$ cat config.mk
export PLATFORM = sky130hd
export DESIGN_NAME = alu_share_arbiter
export DESIGN_NICKNAME = d
export VERILOG_FILES = /design/src/rtl/alu_share_arbiter_pkg.sv /design/src/rtl/alu_share_arbiter_alu.sv /design/src/rtl/alu_share_arbiter.sv
export SDC_FILE = /design/constraint.sdc
export NUM_CORES = 1
export LEC_CHECK = 0
export ABC_CLOCK_PERIOD_IN_PS = 7120
export CORE_AREA = 2 2 117 119
export DETAILED_ROUTE_END_ITERATION = 6
export DIE_AREA = 0 0 119 121
export PLACE_DENSITY = 0.94
export SLEW_MARGIN = 25
export SYNTH_ARGS = -nofsm -noshare
export SYNTH_HDL_FRONTEND = slang
export SYNTH_SLANG_ARGS = --single-unit
$ cat constraint.sdc
create_clock -name clk -period 7.12 [get_ports clk]
set_input_delay 1.068 -clock clk [delete_from_list [all_inputs] [get_ports clk]]
set_output_delay 1.068 -clock clk [all_outputs]
set_load 0.01 [all_outputs]
$ cat src/rtl/alu_share_arbiter_pkg.sv
// Shared definitions for the two-requester ALU arbiter: ALU op codes,
// response FSM encodings and the op legality helper.
package alu_share_arbiter_pkg;

    localparam logic [3:0] OP_AND = 4'b0000;
    localparam logic [3:0] OP_OR  = 4'b0001;
    localparam logic [3:0] OP_ADD = 4'b0010;
    localparam logic [3:0] OP_SUB = 4'b0110;
    localparam logic [3:0] OP_SLT = 4'b0111;
    localparam logic [3:0] OP_NOR = 4'b1100;

    localparam logic ST_EMPTY = 1'b0;
    localparam logic ST_FULL  = 1'b1;

    function automatic logic op_is_legal(input logic [3:0] op);
        logic legal;
        case (op)
            OP_AND, OP_OR, OP_ADD, OP_SUB, OP_SLT, OP_NOR: legal = 1'b1;
            default:                                       legal = 1'b0;
        endcase
        return legal;
    endfunction

endpackage

$ cat src/rtl/alu_share_arbiter_alu.sv
// Existing combinational ALU; output is only meaningful for legal op codes.
module alu_share_arbiter_alu
    import alu_share_arbiter_pkg::*;
#(
    parameter int N = 32
) (
    input  logic [N-1:0] a,
    input  logic [N-1:0] b,
    input  logic [3:0]   op,
    output logic [N-1:0] y
);

    // Operation decode; SLT is an unsigned compare, zero-extended
    always_comb begin
        y = '0;
        case (op)
            OP_AND:  y = a & b;
            OP_OR:   y = a | b;
            OP_ADD:  y = a + b;
            OP_SUB:  y = a - b;
            OP_SLT:  y = {{(N-1){1'b0}}, (a < b)};
            OP_NOR:  y = ~(a | b);
            default: y = '0;
        endcase
    end

endmodule

$ cat src/rtl/alu_share_arbiter.sv
// Round-robin share of one ALU between two valid/ready requesters, with a
// single registered, id-tagged response slot that supports backpressure.
module alu_share_arbiter
    import alu_share_arbiter_pkg::*;
#(
    parameter int N = 32
) (
    input  logic         clk,
    input  logic         reset,
    input  logic         req0_valid,
    output logic         req0_ready,
    input  logic [N-1:0] req0_a,
    input  logic [N-1:0] req0_b,
    input  logic [3:0]   req0_op,
    input  logic         req1_valid,
    output logic         req1_ready,
    input  logic [N-1:0] req1_a,
    input  logic [N-1:0] req1_b,
    input  logic [3:0]   req1_op,
    output logic         rsp_valid,
    input  logic         rsp_ready,
    output logic         rsp_id,
    output logic [N-1:0] rsp_result,
    output logic         rsp_err
);

    logic         state_r;
    logic         rr_last_r;
    logic         rsp_id_r;
    logic [N-1:0] rsp_result_r;
    logic         rsp_err_r;

    logic         grant_s;
    logic         can_accept_s;
    logic         accept_s;
    logic [N-1:0] alu_a_s;
    logic [N-1:0] alu_b_s;
    logic [3:0]   alu_op_s;
    logic [N-1:0] alu_y_s;
    logic         legal_s;

    // Grant selection: a lone requester wins, a tie goes to the one not served last
    always_comb begin
        grant_s = 1'b0;
        if (req0_valid && req1_valid) begin
            grant_s = ~rr_last_r;
        end else if (req1_valid) begin
            grant_s = 1'b1;
        end else begin
            grant_s = 1'b0;
        end
    end

    assign can_accept_s = (state_r == ST_EMPTY) || rsp_ready;
    assign req0_ready   = !reset && can_accept_s && req0_valid && (grant_s == 1'b0);
    assign req1_ready   = !reset && can_accept_s && req1_valid && (grant_s == 1'b1);
    assign accept_s     = req0_ready || req1_ready;

    // Steer the granted requester's operands into the shared ALU
    always_comb begin
        alu_a_s  = req0_a;
        alu_b_s  = req0_b;
        alu_op_s = req0_op;
        if (grant_s) begin
            alu_a_s  = req1_a;
            alu_b_s  = req1_b;
            alu_op_s = req1_op;
        end else begin
            alu_a_s  = req0_a;
            alu_b_s  = req0_b;
            alu_op_s = req0_op;
        end
    end

    alu_share_arbiter_alu #(.N(N)) u_alu (
        .a  (alu_a_s),
        .b  (alu_b_s),
        .op (alu_op_s),
        .y  (alu_y_s)
    );

    assign legal_s = op_is_legal(alu_op_s);

    // Response slot FSM and round-robin pointer; a reload while draining keeps FULL
    always_ff @(posedge clk or posedge reset) begin
        if (reset) begin
            state_r      <= ST_EMPTY;
            rr_last_r    <= 1'b1;
            rsp_id_r     <= 1'b0;
            rsp_result_r <= '0;
            rsp_err_r    <= 1'b0;
        end else if (accept_s) begin
            state_r      <= ST_FULL;
            rr_last_r    <= grant_s;
            rsp_id_r     <= grant_s;
            rsp_result_r <= legal_s ? alu_y_s : '0;
            rsp_err_r    <= ~legal_s;
        end else if ((state_r == ST_FULL) && rsp_ready) begin
            state_r <= ST_EMPTY;
        end else begin
            state_r <= state_r;
        end
    end

    assign rsp_valid  = (state_r == ST_FULL);
    assign rsp_id     = rsp_id_r;
    assign rsp_result = rsp_result_r;
    assign rsp_err    = rsp_err_r;

endmodule
-- Word level (Yosys, flattened, before mapping)
Cells that the tools add are included.
- bits of input ports: 141
- register bits: 36
- output and inout bits: 37
- logic and storage cells: 43
- add/subtract/negate cells: 2
- eq/ne operators: 5
- reduce and logical (&&, ||, !) cells: 13
- order comparisons: 1
- bitwise logic cells: 7
- muxes and demuxes: 10
- operators by type and width (kind ; number):
    32-bit one-hot mux with 6 select lines ; 1
    32-bit 2-to-1 mux ; 3
    32-bit adder ; 1
    32-bit bitwise AND ; 1
    32-bit less-than comparator ; 1
    32-bit NOT ; 1
    32-bit bitwise OR ; 1
    32-bit subtractor ; 1
    4-bit by 3-bit == test with 1-bit output (second input constant) ; 2
    1-bit logical AND ; 7
    6-bit OR reduction ; 1
    1-bit 2-to-1 mux ; 5
    4-bit by 1-bit == test with 1-bit output (second input constant) ; 1
    4-bit by 2-bit == test with 1-bit output (second input constant) ; 1
    4-bit == test (second input constant) ; 1
    4-bit zero test ; 1
    4-bit 2-to-1 mux ; 1
    1-bit NOT ; 4
    1-bit logical OR ; 2
    2-bit nonzero test ; 1
    1-bit zero test ; 1

-- Logic depth before layout (Yosys ltp)
Gate-level depths: netlist of the first run.
- depth after elaboration: 7
- gate-level depth with buffers: 19
- depth with buffers taken out: 17

-- Modules after synthesis
Synthesis of the first run repeated with hierarchy kept, for this count alone.
- cell total of the unflattened synthesis: 944
- area, all modules: 7090.6 µm²
- modules (own cells, without submodules) (module ; times used ; cells each ; area each (µm²) ; sequential area each (µm²)):
    alu_share_arbiter_alu ; 1 ; 700 ; 4629.4 ; 0.0
    alu_share_arbiter ; 1 ; 244 ; 2461.1 ; 902.1

-- Worst setup path after synthesis of the first run
No wires, ideal clock.
- path kind: input to register
- from: input req1_valid
- to: register rsp_result_r[30] (netlist: rsp_result[30])
- library setup time: 144 ps
- data arrival time: 5413 ps
- path buffers: 3
- required time: 6976 ps
- path slack: 1563 ps
- cell stages on the path: 18
- cells stage by stage: a21boi_4 -> buf_2 -> buf_1 -> clkbuf_1 -> mux2i_1 -> inv_1 -> ha_1 -> fa_1 -> a211oi_1 -> and4bb_2 -> a211oi_2 -> o221ai_2 -> a22o_1 -> a41o_1 -> a221oi_1 -> a21oi_1 -> xnor2_1 -> o221ai_1
- word-level cells in the longest chain between the ends: 7
- elaborated cells on any way between the ends: 26
- classes of those cells: add/sub (2); eq/ne (5); mux (8); bitwise (4); reduce/logical (7)
- ends and longest elaborated chain (what ; line ; RTL):
    start, declared ; alu_share_arbiter.sv:15 ; input logic req1_valid,
    parallel branches: the longest is 7 deep, another holds 32-bit subtractor ; -- ;
    end signal, assigned ; alu_share_arbiter.sv:96 ; rsp_result_r <= legal_s ? alu_y_s : '0;
    end, declared ; alu_share_arbiter.sv:30 ; logic [N-1:0] rsp_result_r;
Several ways; the timed one is not identified.
A chain may end at the register's enable or synchronous reset.

-- Worst setup path after layout of the first run
- from: input req1_valid
- to: register rsp_result_r[26] (netlist: rsp_result[26])
Same word-level chain as after synthesis.

==> qor.yml, run 1 <==
outcome:
  status: "complete, no violations"
clocking:
  cts.sinks: 36
  clock_latency_ps: 290
  clk_path_buf_depth: 2
  clockRootBuffer: "clkbuf_16"
  cts_hold_buf: 0
  post-cts-setup-buffers: 0
  cts_resized: 0
  cts_buffers: 5
  cts_tree: "built"
  clkSlewWorstSetupHoldPaths_ps: 60
  h-tree-depth: 2
critical_path:
  path_max_fanout: 33
  cp.required_ps: 7340
  cp-end-kind: "register"
  arrival_ps: 5950
  critPathKind: "in -> reg"
  cp-start-kind: "primary input"
routing:
  wl_met3_um: 2007
  drtPass1Iterations: 6
  highest_layer: "met4"
  viasPerCell: 6.025
  vias: 8279
  drtIter0Drc: 795
  drc: 0
  wire_per_inst_um: 17.01
  dr_wl_met2_um: 11120
  routed_wirelength_um: 23370
  met1Wirelength_um: 9474
  drtAntennaViolNets: 0
power:
  ir_worst_vdd_mv: 0.08567
  p_leak_nw: 4.216
  powerDensity_mw_per_mm2: 179.1
synth:
  ys_seq_area_frac: 0.1276
  syn_inst: 1052
  netlist_area_mm2: 0.007072
  syn-num-nets: 1295
  synth.mux.area_fraction: 0.04441
  synth_seq_cells: 36
  synth_compound_gate_area_share: 0.2856
  synth_xor_area_frac: 0.03963
  ys_dominant_reg_cell: "dfrtp_1"
  synth_top_family_by_area: "compound AO/OA/AOI/OAI gates"
  synth.distinct_cells: 77
  yosys_warnings: 0
  synthAdderAreaFrac: 0.1840
  synth_edf_count: 0
  synth-simple-area-share: 0.2420
  async_reset_ff_frac: 1.000
  syn_area_per_cell_um2: 6.722
floorplanning:
  die_w_um: 119
  start_util: 0.5404
  dieArea_mm2: 0.01440
  die_height_um: 121
  std_cell_rows: 42
  io_pins: 178
  core-area_mm2: 0.01309
timing:
  slew_headroom: 0.3374
  worstMarginPinSlew_ps: 992.9
  finClkSkew_ps: 8.100
  finalSetupTns_ps: 0
  drv_slew: 0
  fmax_ghz: 0.1746
  finalCritPeriodShare: 0.8046
  finalCriticalPeriod_ps: 5729
  setup_viol: 0
  finalHoldViolations: 0
  rsz0062_at_grt: "false"
global_route:
  grt_use_total: 0.3229
  antenna_found_initial: 0
  grt_max_degree: 51
  grt_pass1_vias: 8173
  grt_overflow_total: 0
  grt_pass1_wl_um: 38700
layout:
  fin_cells: 1374
  nets: 1440
  final_common_cell: "nand2_1"
  diodes: 0
  drive_above_1_share: 0.03506
  most-common-layout-cells: "nand2_1 (238), clkdlybuf4s50_1 (177), ha_1 (100)"
  syn2layout_area_growth_pct: 29.33
  fin_util: 0.6990
placed_design:
  dp_cells: 1366
  globalplace.congestion: 1.003
  dp_hpwl_um: 17880
  io_buffers: 177
run:
  drv_cap: 0
worst_hold_path:
  min_path_type: "reg -> reg"
==> path summary, 6_finish.rpt <==
check	cells past startpoint	slack, ps	endpoint	start
setup / recovery	16	1390	rsp_result[26]$_DFFE_PP0P_	req1_valid
setup reg to reg	15	2380	rsp_result[26]$_DFFE_PP0P_	rr_last_r$_DFFE_PP1P_
hold / removal	2	480	rsp_result[5]$_DFFE_PP0P_	rsp_result[5]$_DFFE_PP0P_
max in group asynchronous	3	5480	rsp_result[18]$_DFFE_PP0P_	reset
min in group asynchronous	3	1260	rsp_valid$_DFFE_PP0P_	reset
hold reg to reg	2	480	rsp_result[5]$_DFFE_PP0P_	rsp_result[5]$_DFFE_PP0P_
==> cells by family after synthesis <==
family	Yosys count
DFF	36
xor gates and xnor gates	32
and+or+nand+nor	402
AOI/OAI and AO/OA	305
buffers and inverters	143
adders and majority gates	103
muxes	31
==> synthesized netlist by cell type (8+ instances only) <==
master	instances	area, µm²
a21o_1	12	90.09
a21oi_1	73	365.4
a222oi_1	17	170.2
a22oi_1	8	60.06
clkbuf_1	38	142.6
dfrtp_1	35	875.8
ha_1	100	1251
inv_1	92	345.3
mux2i_1	28	280.3
nand2_1	238	893.4
nand2b_1	11	68.82
nand3_1	17	85.08
nor2_1	78	292.8
nor2b_1	10	62.56
nor3_1	14	70.07
o211ai_1	8	60.06
o21ai_0	79	395.4
o21ai_1	10	50.05
o22ai_1	10	62.56
o31ai_1	8	60.06
xnor2_1	26	227.7
==> registers in the layout, summed over array words and instances (netlist names) <==
register,flops
rsp_id,1
rsp_valid,1
rsp_result,32
rsp_err,1
rr_last_r,1
==> metal layers <==
layer,vias to the layer above,track usage
met1,3805,0.4082
met2,458,0.5629
li1,3953,-
met5,-,0
met3,63,0.03477
met4,0,0.1295
==> per-stage QoR <==
step / power [mW] / hold slack (ps) / setup WS, ps / cell area [µm²]
finish: 1.638 / 482.6 / 1391 / 9146
global placement: 1.325 / 462.7 / 1376 / 8982
CTS: 1.617 / 486.4 / 1479 / 9146
floorplan: 1.011 / 488.7 / 1563 / 7072
global route: 1.762 / 510.2 / 1034 / 9146
detailed placement: 1.346 / 471.2 / 1200 / 8982
==> final cells by class <==
cell class / instances / area [µm²]
Inverter: 93 / 349.1
Fill cell: 1047 / 3939
Clock inverter: 2 / 35.03
Sequential cell: 36 / 902.1
Timing Repair Buffer: 188 / 1854
Tap cell: 176 / 220.2
Clock buffer: 6 / 128.9
Multi-Input combinational cell: 873 / 5657
==> report_power, final <==
part	total, mW	switching, mW	internal [mW]
Clock	0.264	0.0990	0.165
Combinational	1.12	0.647	0.477
Sequential	0.250	0.0186	0.232
Total	1.64	0.764	0.874
==> worst max-delay path, stage by stage <==
cell and delay (ps):
clkdlybuf4s50_1 550, a21boi_4 540, buf_4 520, mux2i_1 310
inv_1 90, ha_1 400, inv_1 110, a2111oi_0 600
a21oi_1 220, o21ai_1 220, a31oi_1 210, o211ai_1 340
a21oi_1 130, o22ai_1 170, mux2_1 350, nor2_1 100
(Power assumes the default switching activity.)
==> run 2: changes to the inputs <==
ABC_CLOCK_PERIOD_IN_PS = 5200   (was 7120)
CORE_AREA = 2 2 126 128   (was 2 2 117 119)
DIE_AREA = 0 0 128 130   (was 0 0 119 121)
PLACE_DENSITY = 0.86   (was 0.94)
clock period = 5.2 ns   (was 7.12 ns; I/O delays follow)
==> qor.yml, run 2 (synthesized netlist as in run 1, its figures left out) <==
timing:
  fmax_ghz: 0.2007
  finClkSkew_ps: 5.285  # was 8.100 ps
  finalHoldViolations: 0  # unchanged
  finalCritPeriodShare: 0.9583
  worstMarginPinSlew_ps: 835.7  # was 992.9 ps
  finalCriticalPeriod_ps: 4983
  slew_headroom: 0.4429  # was 0.3374
  holdWs_ps: 484.5  # was 482.6 ps
  drv_slew: 0  # unchanged
  rsz0062_at_grt: "false"  # unchanged
  setup_ws_ps: 216.7  # was 1391 ps
  finalSetupTns_ps: 0  # unchanged
  setup_viol: 0  # unchanged
layout:
  nets: 1460  # was 1440
  largest_register_ff_count: 32  # unchanged
  drive_above_1_share: 0.05172  # was 0.03506
  diodes: 0  # unchanged
  fin_util: 0.6047  # was 0.6990
  seqCellArea_um2: 902.1  # unchanged
  syn2layout_area_growth_pct: 31.90  # was 29.33%
  most-common-layout-cells: "nand2_1 (238), clkdlybuf4s50_1 (177), ha_1 (100)"  # unchanged
  fill_cells: 1416  # was 1047
  final_common_cell: "nand2_1"  # unchanged
  multiInputGateArea_mm2: 0.005652  # was 0.005657 mm²
routing:
  drc: 0  # unchanged
  viasPerCell: 5.890  # was 6.025
  drtAntennaViolNets: 0  # unchanged
  drtPass1Iterations: 6  # unchanged
  dr_wl_met2_um: 11480  # was 11120 µm
  wl_met3_um: 2083  # was 2007 µm
  drtIter0Drc: 835  # was 795
  met1Wirelength_um: 10080  # was 9474 µm
  routed_wirelength_um: 24270  # was 23370 µm
  vias: 8305  # was 8279
  wire_per_inst_um: 17.21  # was 17.01 µm
  highest_layer: "met4"  # unchanged
worst_hold_path:
  hold_depth: 1  # was 2
  min_path_type: "reg -> reg"  # unchanged
  hp-start: "rsp_id$_DFFE_PP0P_"  # was rsp_result[5]$_DFFE_PP0P_
  holdPathEnd: "rsp_id$_DFFE_PP0P_"  # was rsp_result[5]$_DFFE_PP0P_
global_route:
  grt_pass1_wl_um: 38390  # was 38700 µm
  grt_use_total: 0.2826  # was 0.3229
  grt_overflow_total: 0  # unchanged
  grt_pass1_vias: 7729  # was 8173
  antenna_found_initial: 0  # unchanged
  grt_max_degree: 49  # was 51
critical_path:
  critPathKind: "in -> reg"  # unchanged
  path_max_fanout: 48  # was 33
  cp-start-kind: "primary input"  # unchanged
  arrival_ps: 5170  # was 5950 ps
  reg2reg_to: "rsp_result[27]$_DFFE_PP0P_"  # was rsp_result[26]$_DFFE_PP0P_
  worstRegToRegCells: 16  # was 15
  cp-end-kind: "register"  # unchanged
  cp.required_ps: 5380  # was 7340 ps
  r2r_start: "rr_last_r$_DFFE_PP1P_"  # unchanged
  ff2ff_setup_slack_ps: 910  # was 2380 ps
clocking:
  cts_tree: "built"  # unchanged
  cts.sinks: 36  # unchanged
  post-cts-setup-buffers: 0  # unchanged
  cts_buffers: 5  # unchanged
  clk_path_buf_depth: 2  # unchanged
  clockRootBuffer: "clkbuf_16"  # unchanged
  h-tree-depth: 2  # unchanged
  cts_resized: 0  # unchanged
  cts_hold_buf: 0  # unchanged
  clkSlewWorstSetupHoldPaths_ps: 60  # about the same
  clock_latency_ps: 300  # was 290 ps
power:
  powerDensity_mw_per_mm2: 246.3  # was 179.1 mW/mm²
  p_leak_nw: 4.316  # was 4.216 nW
  ir_worst_vdd_mv: 0.1298  # was 0.08567 mV
floorplanning:
  io_pins: 178  # unchanged
  dieArea_mm2: 0.01664  # was 0.01440 mm²
  die_height_um: 130  # was 121 µm
  start_util: 0.4585  # was 0.5404
  std_cell_rows: 46  # was 42
  core-area_mm2: 0.01542  # was 0.01309 mm²
  die_w_um: 128  # was 119 µm
placed_design:
  dp_worst_setup_slack_ps: 39.56  # was 1200 ps
  dp_hpwl_um: 18850  # was 17880 µm
  globalplace.congestion: 1.025  # was 1.003
  io_buffers: 177  # unchanged
outcome:
  status: "complete, no violations"  # unchanged
run:
  drv_cap: 0  # unchanged
==> run 2: cell count changes in the layout (fill, tap and decap cells not counted) <==
cell	change
buf_12	+1
buf_4	+19
clkbuf_1	-1
clkinvlp_4	+1
nor2_2	+1
nor2_4	-1
==> run 2: cell type report <==
type	count	share of cell area
multi-input cells	873	0.6059
inverters	93	0.03742
well taps	192	0.02575
flip-flops and latches	36	0.09671
clock inverters	3	0.004561
clock buffers	5	0.01341
repair buffers	208	0.2162
==> run 2: worst max-delay path: stages <==
cell and delay, ps:
clkdlybuf4s50_1 530, a21boi_4 290, buf_12 280, mux2i_1 300, inv_1 100, ha_1 470, and3b_1 270, nor2b_1 160
a221oi_1 420, o31ai_1 190, a211oi_2 320, o31ai_1 120, a211oi_1 290, buf_4 180, o21ai_1 80, xnor2_1 140
o21ba_1 190
==> run 2: power by group <==
group	leakage, nW	internal [mW]	total, mW	switching, mW
logic	3.75	0.684	1.58	0.899
registers	0.481	0.317	0.344	0.0267
clock network	0.0798	0.226	0.370	0.144
total	4.32	1.23	2.30	1.07
==> run 2: worst max-delay path by stage <==
stage,startpoint,end,slack [ps],cells past startpoint
2_1_floorplan,req1_valid,rsp_result[30]$_DFFE_PP0P_,110,18
3_3_place_gp,req0_valid,rsp_result[30]$_DFFE_PP0P_,230,16
3_5_place_dp,req0_valid,rsp_result[27]$_DFFE_PP0P_,40,17
4_1_cts,req0_valid,rsp_result[30]$_DFFE_PP0P_,330,16
5_1_grt,req0_valid,rsp_result[27]$_DFFE_PP0P_,9,17
6_report,req0_valid,rsp_result[27]$_DFFE_PP0P_,220,17
==> run 2: stage by stage <==
step           area [µm²]  std cells  power, mW
2_1_floorplan        7073       1052      1.384
3_3_place_gp         9160       1402      1.870
3_5_place_dp         9160       1402      1.889
4_1_cts              9328       1410      2.269
5_1_grt              9328       1410      2.459
6_report             9328       1410      2.297
==> run 2: metal layers <==
| layer | vias to the layer above | track usage |
|---|---|---|
| met5 | - | 0 |
| met4 | 0 | 0.08662 |
| met3 | 59 | 0.03813 |
| met2 | 462 | 0.4961 |
| met1 | 3777 | 0.3622 |
| li1 | 4007 | - |
==> run 3: changes to the inputs <==
CORE_AREA = 2 2 117 119   (was 2 2 126 128)
CTS_BUF_LIST = sky130_fd_sc_hd__clkbuf_4 sky130_fd_sc_hd__clkbuf_8 sky130_fd_sc_hd__clkbuf_16   (was not set)
DIE_AREA = 0 0 119 121   (was 0 0 128 130)
DONT_BUFFER_PORTS = 1   (was not set)
PLACE_DENSITY = 0.79   (was 0.86)
==> qor.yml, run 3 (synthesized netlist as in run 1, its figures left out) <==
routing:
  vias: 7511  # was 8305
  routed_wirelength_um: 21710  # was 24270 µm
  drc: 0  # unchanged
  drtIter0Drc: 801  # was 835
  drtAntennaViolNets: 0  # unchanged
  wire_per_inst_um: 18.08  # was 17.21 µm
  drtPass1Iterations: 7  # was 6
  viasPerCell: 6.254  # was 5.890
power:
  p_comb_frac: 0.644  # was 0.689
  powerDensity_mw_per_mm2: 279.1  # was 246.3 mW/mm²
  switching_power_mw: 1.018  # was 1.070 mW
  power_frac_seq: 0.177  # was 0.150
  ir_worst_vdd_mv: 0.1245  # was 0.1298 mV
  clockPowerShare: 0.179  # was 0.161
  p_leak_nw: 3.564  # was 4.316 nW
  switching_share: 0.4908  # was 0.4657
  internal-power_mw: 1.057  # was 1.227 mW
critical_path:
  arrival_ps: 4660  # was 5170 ps
  cp.buffers_inverters: 1  # was 4
  cp-end-kind: "register"  # unchanged
  cp_cell_sequence: "a21boi_4 -> mux2i_1 -> inv_1 -> ha_1 -> fa_1 -> a211oi_1 -> and4bb_2 -> a211oi_2 -> o221ai_2 -> a22o_1 -> a41o_1 -> a221oi_1 -> a21oi_1 -> xnor2_1 -> o221ai_1"  # was clkdlybuf4s50_1 -> a21boi_4 -> buf_12 -> mux2i_1 -> inv_1 -> ha_1 -> and3b_1 -> nor2b_1 -> a221oi_1 -> o31ai_1 -> a211oi_2 -> o31ai_1 -> a211oi_1 -> buf_4 -> o21ai_1 -> xnor2_1 -> o21ba_1
  worstRegToRegCells: 15  # was 16
  cp-start-kind: "primary input"  # unchanged
  critPathKind: "in -> reg"  # unchanged
  cpMaxStageDelayCell: "fa_1"  # was clkdlybuf4s50_1
  path_delay_family: "compound AO/OA/AOI/OAI gates"  # unchanged
  reg2reg_to: "rsp_result[30]$_DFFE_PP0P_"  # was rsp_result[27]$_DFFE_PP0P_
  cp.depth: 15  # was 17
  crit_path_end: "rsp_result[30]$_DFFE_PP0P_"  # was rsp_result[27]$_DFFE_PP0P_
  cp.required_ps: 5350  # was 5380 ps
  startpoint: "req1_valid"  # was req0_valid
  critPathMaxStageDelay_ps: 460  # was 530 ps
  ff2ff_setup_slack_ps: 790  # was 910 ps
  path_max_fanout: 5  # was 48
  r2r_start: "rr_last_r$_DFFE_PP1P_"  # unchanged
global_route:
  grt_pass1_vias: 7114  # was 7729
  use_met2: 0.4921  # was 0.4961
  grt_pass1_wl_um: 35490  # was 38390 µm
  grt_use_total: 0.3020  # was 0.2826
  grt.busiest_layer: "met2"  # unchanged
  antenna_found_initial: 0  # unchanged
  grt_overflow_total: 0  # unchanged
  grt_max_degree: 48  # was 49
  use_met3: 0.05357  # was 0.03813
  met1_usage: 0.3988  # was 0.3622
layout:
  diodes: 0  # unchanged
  nets: 1267  # was 1460
  multiInputGateArea_mm2: 0.005670  # was 0.005652 mm²
  fill_cells: 1251  # was 1416
  final_common_cell: "nand2_1"  # unchanged
  syn2layout_area_growth_pct: 5.131  # was 31.90%
  seqCellArea_um2: 902.1  # unchanged
  largest_register_ff_count: 32  # unchanged
  most-common-layout-cells: "nand2_1 (237), ha_1 (100), inv_1 (92)"  # was nand2_1 (238), clkdlybuf4s50_1 (177), ha_1 (100)
  drive_above_1_share: 0.04683  # was 0.05172
  fin_util: 0.5682  # was 0.6047
timing:
  finalCriticalPeriod_ps: 4519  # was 4983 ps
  slew_headroom: 0.3326  # was 0.4429
  drv_slew: 0  # unchanged
  setup_ws_ps: 680.6  # was 216.7 ps
  fmax_ghz: 0.2213  # was 0.2007 GHz
  finalSetupTns_ps: 0  # unchanged
  finalHoldViolations: 0  # unchanged
  setup_viol: 0  # unchanged
  finClkSkew_ps: 4.831  # was 5.285 ps
  rsz0062_at_grt: "false"  # unchanged
  finalCritPeriodShare: 0.8691  # was 0.9583
  worstMarginPinSlew_ps: 1001  # was 835.7 ps
clocking:
  cts.sinks: 36  # unchanged
  cts_buffers: 5  # unchanged
  clock_latency_ps: 290  # was 300 ps
  cts_hold_buf: 0  # unchanged
  cts_resized: 0  # unchanged
  post-cts-setup-buffers: 0  # unchanged
  clk_path_buf_depth: 2  # unchanged
  clockRootBuffer: "clkbuf_16"  # unchanged
  clkSlewWorstSetupHoldPaths_ps: 60  # about the same
  h-tree-depth: 2  # unchanged
  cts_tree: "built"  # unchanged
placed_design:
  globalplace.congestion: 0.9759  # was 1.025
  dp_hpwl_um: 16610  # was 18850 µm
  dp_worst_setup_slack_ps: 482.4  # was 39.56 ps
  io_buffers: 0  # was 177
floorplanning:
  die_w_um: 119  # was 128 µm
  core-area_mm2: 0.01309  # was 0.01542 mm²
  start_util: 0.5404  # was 0.4585
  io_pins: 178  # unchanged
  std_cell_rows: 42  # was 46
  die_height_um: 121  # was 130 µm
  dieArea_mm2: 0.01440  # was 0.01664 mm²
outcome:
  status: "complete, no violations"  # unchanged
worst_hold_path:
  min_path_type: "reg -> reg"  # unchanged
run:
  drv_cap: 0  # unchanged
run 3: cell types whose count changed in the layout (fill, tap and decap cells not counted):
cell,delta
o21ai_2,-1
o31ai_2,-1
o21ai_4,+1
clkdlybuf4s50_1,-177
nand2_2,+1
nand2_1,-1
o31ai_4,+1
buf_4,-16
run 3: tightest hold or removal path, stage by stage (launching register included):
cell,delay [ps]
dfstp_2,390
nand2_1,50
o21ai_0,70
run 3: how the worst min path moves through the flow:
stage	start	slack, ps	endpoint	cells past startpoint
6_report	rr_last_r$_DFFE_PP1P_	520	rr_last_r$_DFFE_PP1P_	2
4_1_cts	rr_last_r$_DFFE_PP1P_	520	rr_last_r$_DFFE_PP1P_	2
5_1_grt	rr_last_r$_DFFE_PP1P_	550	rr_last_r$_DFFE_PP1P_	2
2_1_floorplan	rr_last_r$_DFFE_PP1P_	490	rr_last_r$_DFFE_PP1P_	2
3_3_place_gp	rr_last_r$_DFFE_PP1P_	510	rr_last_r$_DFFE_PP1P_	2
3_5_place_dp	rr_last_r$_DFFE_PP1P_	510	rr_last_r$_DFFE_PP1P_	2
run 3: stage by stage:
stage	hold slack, ps	power [mW]	cells	area (µm²)
floorplan	488.7	1.384	1052	7073
global placement	506.8	1.654	1193	7267
detailed placement	509.6	1.670	1193	7267
CTS	519.2	2.048	1201	7435
global route	546.2	2.245	1201	7435
finish	520.8	2.075	1201	7435
run 3: area by class of cell:
type | instances | area share
Sequential cell | 36 | 0.1213
Clock buffer | 5 | 0.01683
Clock inverter | 3 | 0.005722
Timing Repair Buffer | 15 | 0.01683
Multi-Input combinational cell | 873 | 0.7627
Inverter | 93 | 0.04695
Tap cell | 176 | 0.02962
run 3: layer usage:
layer | up-vias | wire, µm
li1 | 3624 | -
met1 | 3427 | 9175
met2 | 408 | 9810
met3 | 52 | 2110
met4 | 0 | 616
met5 | - | 0
run 3: power groups by stage:
stage	Sequential (mW)	Combinational [mW]	Clock, mW
2_1_floorplan	0.358	1.03	0
3_3_place_gp	0.371	1.28	0
3_5_place_dp	0.372	1.30	0
4_1_cts	0.367	1.31	0.373
5_1_grt	0.370	1.49	0.385
6_report	0.366	1.34	0.372
